==> src/rtl/hazard_pkg.sv <==
// Shared state encoding and parameter defaults for the hazard controller.
// The ERROR state exists only when MEM_TIMEOUT_EN is defined.
package hazard_pkg;

    localparam int unsigned WAIT_LIMIT_DEF = 16;
    localparam int unsigned CNT_W_DEF      = 16;

    typedef enum logic [1:0] {
        RUN      = 2'b00,
        MEM_WAIT = 2'b01
`ifdef MEM_TIMEOUT_EN
        ,
        ERROR    = 2'b10
`endif
    } state_t;

endpackage

==> src/rtl/load_use_detect.sv <==
// Load-use hazard detect: a load in EX writes a register that ID is about to read.
module load_use_detect (
    input  logic       mem_rd,
    input  logic [4:0] ex_rt,
    input  logic [4:0] id_rs,
    input  logic [4:0] id_rt,
    output logic       load_use
);

    // $0 is hardwired zero, so a load targeting it never creates a dependency.
    assign load_use = mem_rd & (ex_rt != 5'd0) & ((ex_rt == id_rs) | (ex_rt == id_rt));

endmodule

==> src/rtl/hazard_ctrl.sv <==
// Pipeline hazard controller: memory-wait freeze, branch/jump flush, load-use bubble.
// Optional MEM_TIMEOUT_EN adds a sticky ERROR state and the mem_timeout port.
module hazard_ctrl
    import hazard_pkg::*;
#(
    parameter int unsigned WAIT_LIMIT = WAIT_LIMIT_DEF,
    parameter int unsigned CNT_W      = CNT_W_DEF
) (
    input  logic             clk,
    input  logic             reset,
    input  logic             ID_EX_MemRd,
    input  logic [4:0]       ID_EX_Rt,
    input  logic [4:0]       IF_ID_Rs,
    input  logic [4:0]       IF_ID_Rt,
    input  logic             EX_MEM_MemRd,
    input  logic             EX_MEM_MemWr,
    input  logic             mem_ready,
    input  logic             branch_taken,
    input  logic             jump,
    output logic             PC_write,
    output logic             IF_ID_write,
    output logic             IF_ID_flush,
    output logic             ID_EX_write,
    output logic             ID_EX_flush,
    output logic             EX_MEM_hold,
    output logic [CNT_W-1:0] stall_cnt
`ifdef MEM_TIMEOUT_EN
    ,
    output logic             mem_timeout
`endif
);

    localparam int unsigned WAIT_W = (WAIT_LIMIT > 1) ? $clog2(WAIT_LIMIT) : 1;

    state_t              state;
    logic [WAIT_W-1:0]   wait_cnt;
    logic                mem_acc;
    logic                load_use;
    logic                freeze;
    logic                in_error;

    load_use_detect u_load_use (
        .mem_rd   (ID_EX_MemRd),
        .ex_rt    (ID_EX_Rt),
        .id_rs    (IF_ID_Rs),
        .id_rt    (IF_ID_Rt),
        .load_use (load_use)
    );

    assign mem_acc = EX_MEM_MemRd | EX_MEM_MemWr;
    assign freeze  = mem_acc & ~mem_ready & ((state == RUN) | (state == MEM_WAIT));

`ifdef MEM_TIMEOUT_EN
    logic timeout_hit;
    assign in_error    = (state == ERROR);
    assign timeout_hit = (state == MEM_WAIT) & mem_acc & ~mem_ready
                       & (wait_cnt == WAIT_W'(WAIT_LIMIT - 1));
`else
    assign in_error = 1'b0;
`endif

    always_comb begin
        PC_write    = 1'b1;
        IF_ID_write = 1'b1;
        IF_ID_flush = 1'b0;
        ID_EX_write = 1'b1;
        ID_EX_flush = 1'b0;
        EX_MEM_hold = 1'b0;
        if (in_error || freeze) begin
            PC_write    = 1'b0;
            IF_ID_write = 1'b0;
            ID_EX_write = 1'b0;
            EX_MEM_hold = 1'b1;
        end else if (branch_taken) begin
            IF_ID_flush = 1'b1;
            ID_EX_flush = 1'b1;
        end else if (load_use) begin
            PC_write    = 1'b0;
            IF_ID_write = 1'b0;
            ID_EX_flush = 1'b1;
        end else if (jump) begin
            IF_ID_flush = 1'b1;
        end
    end

    always_ff @(posedge clk or negedge reset) begin
        if (!reset) begin
            state    <= RUN;
            wait_cnt <= '0;
        end else begin
            case (state)
                RUN: begin
                    if (freeze) begin
                        state    <= MEM_WAIT;
                        wait_cnt <= '0;
                    end
                end
                MEM_WAIT: begin
                    // A dropped access request is tolerated by returning to RUN.
                    if (!mem_acc || mem_ready) begin
                        state <= RUN;
                    end
`ifdef MEM_TIMEOUT_EN
                    else if (timeout_hit) begin
                        state <= ERROR;
                    end
`endif
                    if (wait_cnt != '1) begin
                        wait_cnt <= wait_cnt + 1'b1;
                    end
                end
`ifdef MEM_TIMEOUT_EN
                ERROR: state <= ERROR;
`endif
                default: state <= RUN;
            endcase
        end
    end

    always_ff @(posedge clk or negedge reset) begin
        if (!reset) begin
            stall_cnt <= '0;
        end else if (!PC_write && (stall_cnt != '1)) begin
            stall_cnt <= stall_cnt + 1'b1;
        end
    end

`ifdef MEM_TIMEOUT_EN
    always_ff @(posedge clk or negedge reset) begin
        if (!reset) begin
            mem_timeout <= 1'b0;
        end else if (timeout_hit) begin
            mem_timeout <= 1'b1;
        end
    end
`endif

endmodule

==> config.mk <==
export PLATFORM = sky130hd
export DESIGN_NAME = hazard_ctrl
export DESIGN_NICKNAME = d
export VERILOG_FILES = /design/src/rtl/hazard_pkg.sv /design/src/rtl/load_use_detect.sv /design/src/rtl/hazard_ctrl.sv
export SDC_FILE = /design/constraint.sdc
export NUM_CORES = 1
export LEC_CHECK = 0
export BUFFER_PORTS_ARGS = -buffer_cell sky130_fd_sc_hd__buf_2
export CAP_MARGIN = 20
export CORE_MARGIN = 2
export CORE_UTILIZATION = 35
export DETAILED_ROUTE_END_ITERATION = 7
export PLACE_DENSITY_LB_ADDON = 0.05
export RECOVER_POWER = 25
export SETUP_SLACK_MARGIN = 0.15
export SYNTH_ARGS = -nofsm -noshare
export SYNTH_HDL_FRONTEND = slang
export SYNTH_SLANG_ARGS = --single-unit
==> constraint.sdc <==
create_clock -name clk -period 1.9 [get_ports clk]
set_clock_uncertainty 0.15 [all_clocks]
set_input_delay 0.285 -clock clk [delete_from_list [all_inputs] [get_ports clk]]
set_output_delay 0.285 -clock clk [all_outputs]
set_load 0.02 [all_outputs]
After elaboration in Yosys (flattened, before gate mapping):

Index checks and enable logic that the tools add are counted.

* add/sub/neg operators: 1
* reductions and logical operators: 7
* eq/ne operators: 6
* bitwise operators: 8
* multiplexer cells: 15

Operators by type and width (count)
* 16-bit by 1-bit adder with 16-bit output, second input constant: 1
* 16-bit != test, second input constant: 1
* 1-bit 2-to-1 mux: 12
* 5-bit equality test: 2
* 5-bit nonzero test: 1
* 1-bit AND: 4
* 2-bit 2-to-1 mux: 2
* 2-bit one-hot mux with 2 select lines: 1
* 1-bit OR: 3
* 2-bit by 1-bit equality test with 1-bit output, second input constant: 1
* 1-bit zero test: 2
* 2-bit zero test: 1
* 2-bit by 1-bit != test with 1-bit output, second input constant: 1
* 2-bit != test, second input constant: 1
* 2-bit AND reduction: 1
* 1-bit logical AND: 1
* 1-bit logical OR: 1
* 1-bit inverter: 1

* register bits after elaboration: 18
* word-level logic and storage cells: 39
* input port bits: 23

Longest topological paths before layout:

* word-level depth: 8
* gate-level depth with buffers: 7
* gate-level depth less buffers: 7

By module:

A second synthesis with hierarchy kept.

* cell total of the unflattened synthesis: 97
* area total of the unflattened synthesis: 980.9 um^2

Modules (own cells, without submodules)
* hazard_ctrl: times used 1, cells each 80, area each 855.8 um^2, sequential area each 400.4 um^2
* load_use_detect: times used 1, cells each 17, area each 125.1 um^2, sequential area each 0.0 um^2

Worst setup path after synthesis:

Ideal clock, no wire load.

* path kind: in2reg
* start point: input port ID_EX_Rt[2]
* end point: register stall_cnt[15]
* stages on the path: 7
* arrival: 1.839 ns
* setup time: 0.130 ns
* setup slack: -0.219 ns
* required time: 1.620 ns
* cells stage by stage: xor2_1 -> nor3_2 -> a22oi_2 -> o31ai_4 -> inv_2 -> or4_4 -> xnor2_2

* cells in the longest elaborated chain, start to end: 8
* elaborated cells between the ends (all ways): 11
* classes of those cells: eq/ne (2); mux (3); bitwise (3); reduce/logical (3)

RTL lines
* start: declaration: line hazard_ctrl.sv:12 `input logic [4:0] ID_EX_Rt,`
* 5-bit equality test / 5-bit nonzero test (equally long branches): line load_use_detect.sv:11 `assign load_use = mem_rd & (ex_rt != 5'd0) & ((ex_rt == id_rs) | (ex_rt == id_rt));`
* 1-bit OR / 1-bit AND (equally long branches): line load_use_detect.sv:11
* 1-bit AND *: line load_use_detect.sv:11
* 1-bit 2-to-1 mux * (3 in series)
* named net IF_ID_write: line hazard_ctrl.sv:21 `output logic IF_ID_write,`
* 1-bit zero test *: line hazard_ctrl.sv:123 `end else if (!PC_write && (stall_cnt != '1)) begin`
* 1-bit logical AND *: line hazard_ctrl.sv:123
* end signal: assignment: line hazard_ctrl.sv:124 `stall_cnt <= stall_cnt + 1'b1;`
* end: declaration: line hazard_ctrl.sv:26 `output logic [CNT_W-1:0] stall_cnt`

Mark *: on every way through the listed nets, which the timed path passes. The rest lies on a longest branch.
A chain may end at the register's enable or synchronous reset.

Final worst setup path:

* start point: register stall_cnt[1]
* end point: register stall_cnt[13]

* cells in the longest elaborated chain, start to end: 2
* elaborated cells between the ends (all ways): 3
* classes of those cells: add/sub (1); eq/ne (1); reduce/logical (1)

RTL lines
* parallel branches: the longest is 2 deep, another holds 16-bit by 1-bit adder with 16-bit output

Parallel ways; which one is timed is not known.

==> flow_metrics.tcl <==
set metrics [dict create \
    status "finished with violations" \
    violations "setup timing" \
    num_rows 19 \
    die_h_um 56.8 \
    postSynthAreaPerCell_um2 9.75 \
    async_reset_ff_frac 1.00 \
    port_buffers 44 \
    fp.dieArea_um2 3220 \
    wire_per_inst_um 11.7 \
    fin_crit_sh 1.02 \
    die_w_um 56.8 \
    drive_gt1_frac 0.552 \
    crit_buf_inv 1 \
    cp-startpoint "stall_cnt[1]" \
    dr_total_vias 949 \
    critPathKind "flop to flop" \
    pwr-share-clk 0.148 \
    p_comb_frac 0.461 \
    cts_buffers 3 \
    maxUsedRoutingLayer "met4" \
    ff2ff_setup_slack_ns -0.04 \
    hold_path_depth 5 \
    path_max_fanout 3 \
    crit_family "simple AND/OR/NAND/NOR gates" \
    initial_core_util 0.360 \
    grt_pass1_wl_um 4240 \
    ios 45 \
    p_per_area_nw_per_um2 808 \
    report.final.slew_viol_count 0 \
    finish.net_count 197 \
    fillCellCount 267 \
    cp.arrival_ns 1.95 \
    ant_nets 0 \
    cts_buffer_depth 2 \
    post-synth-top-count-cell "dfrtp_1" \
    multi_input_area_um2 607 \
    antenna_found_initial 0 \
    fin_crit_ns 1.94 \
    holdWs_ns 0.333 \
    core_um2 2710 \
    r2r_cells 6 \
    wl_um 2370 \
    cp.required_ns 1.91 \
    yosysWarnings 0 \
    tightest_slew_ns 0.881 \
    synth_ff_type "dfrtp_1" \
    wl_met2_um 1180 \
    syn_area_um2 975 \
    crit_chain "ha_4 -> and3_4 -> a211o_1 -> buf_6 -> or3_4 -> xnor2_1" \
    yosysTopAreaCell "dfrtp_1" \
    seqPwrFrac 0.391 \
    r2r-start "stall_cnt[1]" \
    synth_edf_count 0 \
    switching_share 0.371 \
    ys_types 28 \
    cts.sinks 16 \
    finalSetupTns_ns -0.141 \
    hpwl_um 1990 \
    viasPerCell 4.67 \
    max_freq_mhz 516 \
    grt_use_total 0.167 \
    power_leakage_nw 0.743 \
    ir_drop_uv 1070 \
    r2r_end "stall_cnt[13]" \
    slowest_delay_ns 0.45 \
    place.gp.congestion 0.805 \
    syn-num-nets 124 \
    dr.pass1.iters 4 \
    drv_cap 0 \
    largest_register_ffs 16 \
    synth_top_area_share 0.411 \
    min-delay-start "branch_taken" \
    rsz0062_at_grt "true" \
    cts-root-buf "clkbuf_4" \
    regMostFlops "stall_cnt" \
    synth_commonest_cells "dfrtp_1 (16), xnor2_1 (14), xor2_1 (10), nand2_1 (9), nor2_1 (9)" \
    gr-total-overflow 0 \
    cts_setup_buffers 0 \
    synth_area_leaders "dfrtp_1 (41%), xnor2_1 (13%), xor2_1 (9.0%)" \
    layout_setup_ws_ns -0.0368 \
    first_iter_violations 20 \
    wl_met3_um 118 \
    grt_max_degree 17 \
    largest_registers "stall_cnt x16" \
    slew_headroom 0.412 \
    p_switching_w 0.000466 \
    p_int_w 0.000792 \
    grt_pass1_vias 1003 \
    hold_violations 0 \
    synth-seq-area-share 0.411 \
    critPathLaunchType "flop" \
    syn2layout_area_growth_pct 59.7 \
    ctsHtreeMaxLevel 1 \
    synthCells 100 \
    worstHoldPathType "input port to flop" \
    cp-end-kind "flop" \
    clkLatencyLatePin_ns 0.29 \
    ys_seq_elements 16 \
    power_w 0.00126 \
    clk_pin_slew_worst_paths_ns 0.10 \
    seq_area_um2 407 \
    drt_drc_violations_left 0 \
    met1Wirelength_um 1060 \
    cts_tree "built" \
    finalSetupViolCount 4 \
    whs_endpoint "stall_cnt[13]" \
    diodes 0 \
    cpMaxStageDelayCell "dfrtp_2" \
]
stage by stage:
| stage | std cells | worst slack [ns] | utilization | instance area, um2 |
|---|---|---|---|---|
| finish | 203 | -0.0368 | 0.574 | 1560 |
| global route | 203 | -0.0762 | 0.574 | 1560 |
| CTS | 203 | -0.0696 | 0.565 | 1530 |
| detailed placement | 198 | -0.202 | 0.537 | 1460 |
| global placement | 198 | -0.155 | 0.537 | 1460 |
| floorplan | 100 | -0.128 | - | 1020 |
tightest hold or removal path, cell delays in order:
cell and delay (ns):
buf_2 0.12, o31ai_4 0.08, inv_2 0.07, or3_4 0.12
xnor2_1 0.05
layer usage:
layer,up-vias,GRT usage
met5,-,0
met2,25,0.306
met1,434,0.201
li1,488,-
met4,0,0.0199
met3,2,0.0438
area by class of cell:
type	count	area share
clock buffers	4	0.0169
inverters	4	0.0113
multi-input cells	78	0.390
flip-flops and latches	16	0.261
well taps	31	0.0249
repair buffers	70	0.296
power by group through the flow:
stage          clock (W)  combinational [W]  sequential [W]
5_1_grt         0.000216           0.000638        0.000506
6_report        0.000186           0.000579        0.000492
3_3_place_gp           0           0.000555        0.000498
4_1_cts         0.000198           0.000587        0.000494
2_1_floorplan          0           0.000202        0.000603
3_5_place_dp           0           0.000574        0.000500
logic make-up (layout without fill, tap and decap cells):
logic type | Yosys count | count (layout) | share of synthesized area
xor gates and xnor gates | 25 | 25 | 0.232
and+or+nand+nor | 45 | 45 | 0.246
adders and majority gates | 1 | 1 | 0.0128
buffers and inverters | 6 | 78 | 0.0270
muxes | 1 | 1 | 0.0116
AOI/OAI and AO/OA | 6 | 6 | 0.0590
DFF | 16 | 16 | 0.411
timing repair:
item / 4_1_cts / 5_1_grt
endpoints found under the hold margin: 16 / 0
setup endpoints to repair: 8 / 14
pin swaps: 10 / 5
resized for setup: 14 / 7
cloned: 0 / 0
hold buffers: 1 / 0
how the worst max path moves through the flow:
stage | cells past startpoint | end
after floorplan | 7 | stall_cnt[15]
after global placement | 8 | stall_cnt[15]
after detailed placement | 8 | stall_cnt[15]
after CTS | 5 | stall_cnt[15]
after global routing | 5 | stall_cnt[15]
final | 6 | stall_cnt[13]
layout by cell type (no fill, tap or decap), types with 5 or more instances in the layout:
cell | synthesis | routed
nor2_1 | 9 | 8
buf_4 | 1 | 26
nand4_1 | 8 | 8
buf_6 | 0 | 5
buf_2 | 0 | 36
xnor2_1 | 14 | 14
dfrtp_2 | 0 | 5
dfrtp_1 | 16 | 11
nand2_1 | 9 | 9
xor2_1 | 10 | 9
nand3_1 | 7 | 7
Power figures use the tool's default switching activity.
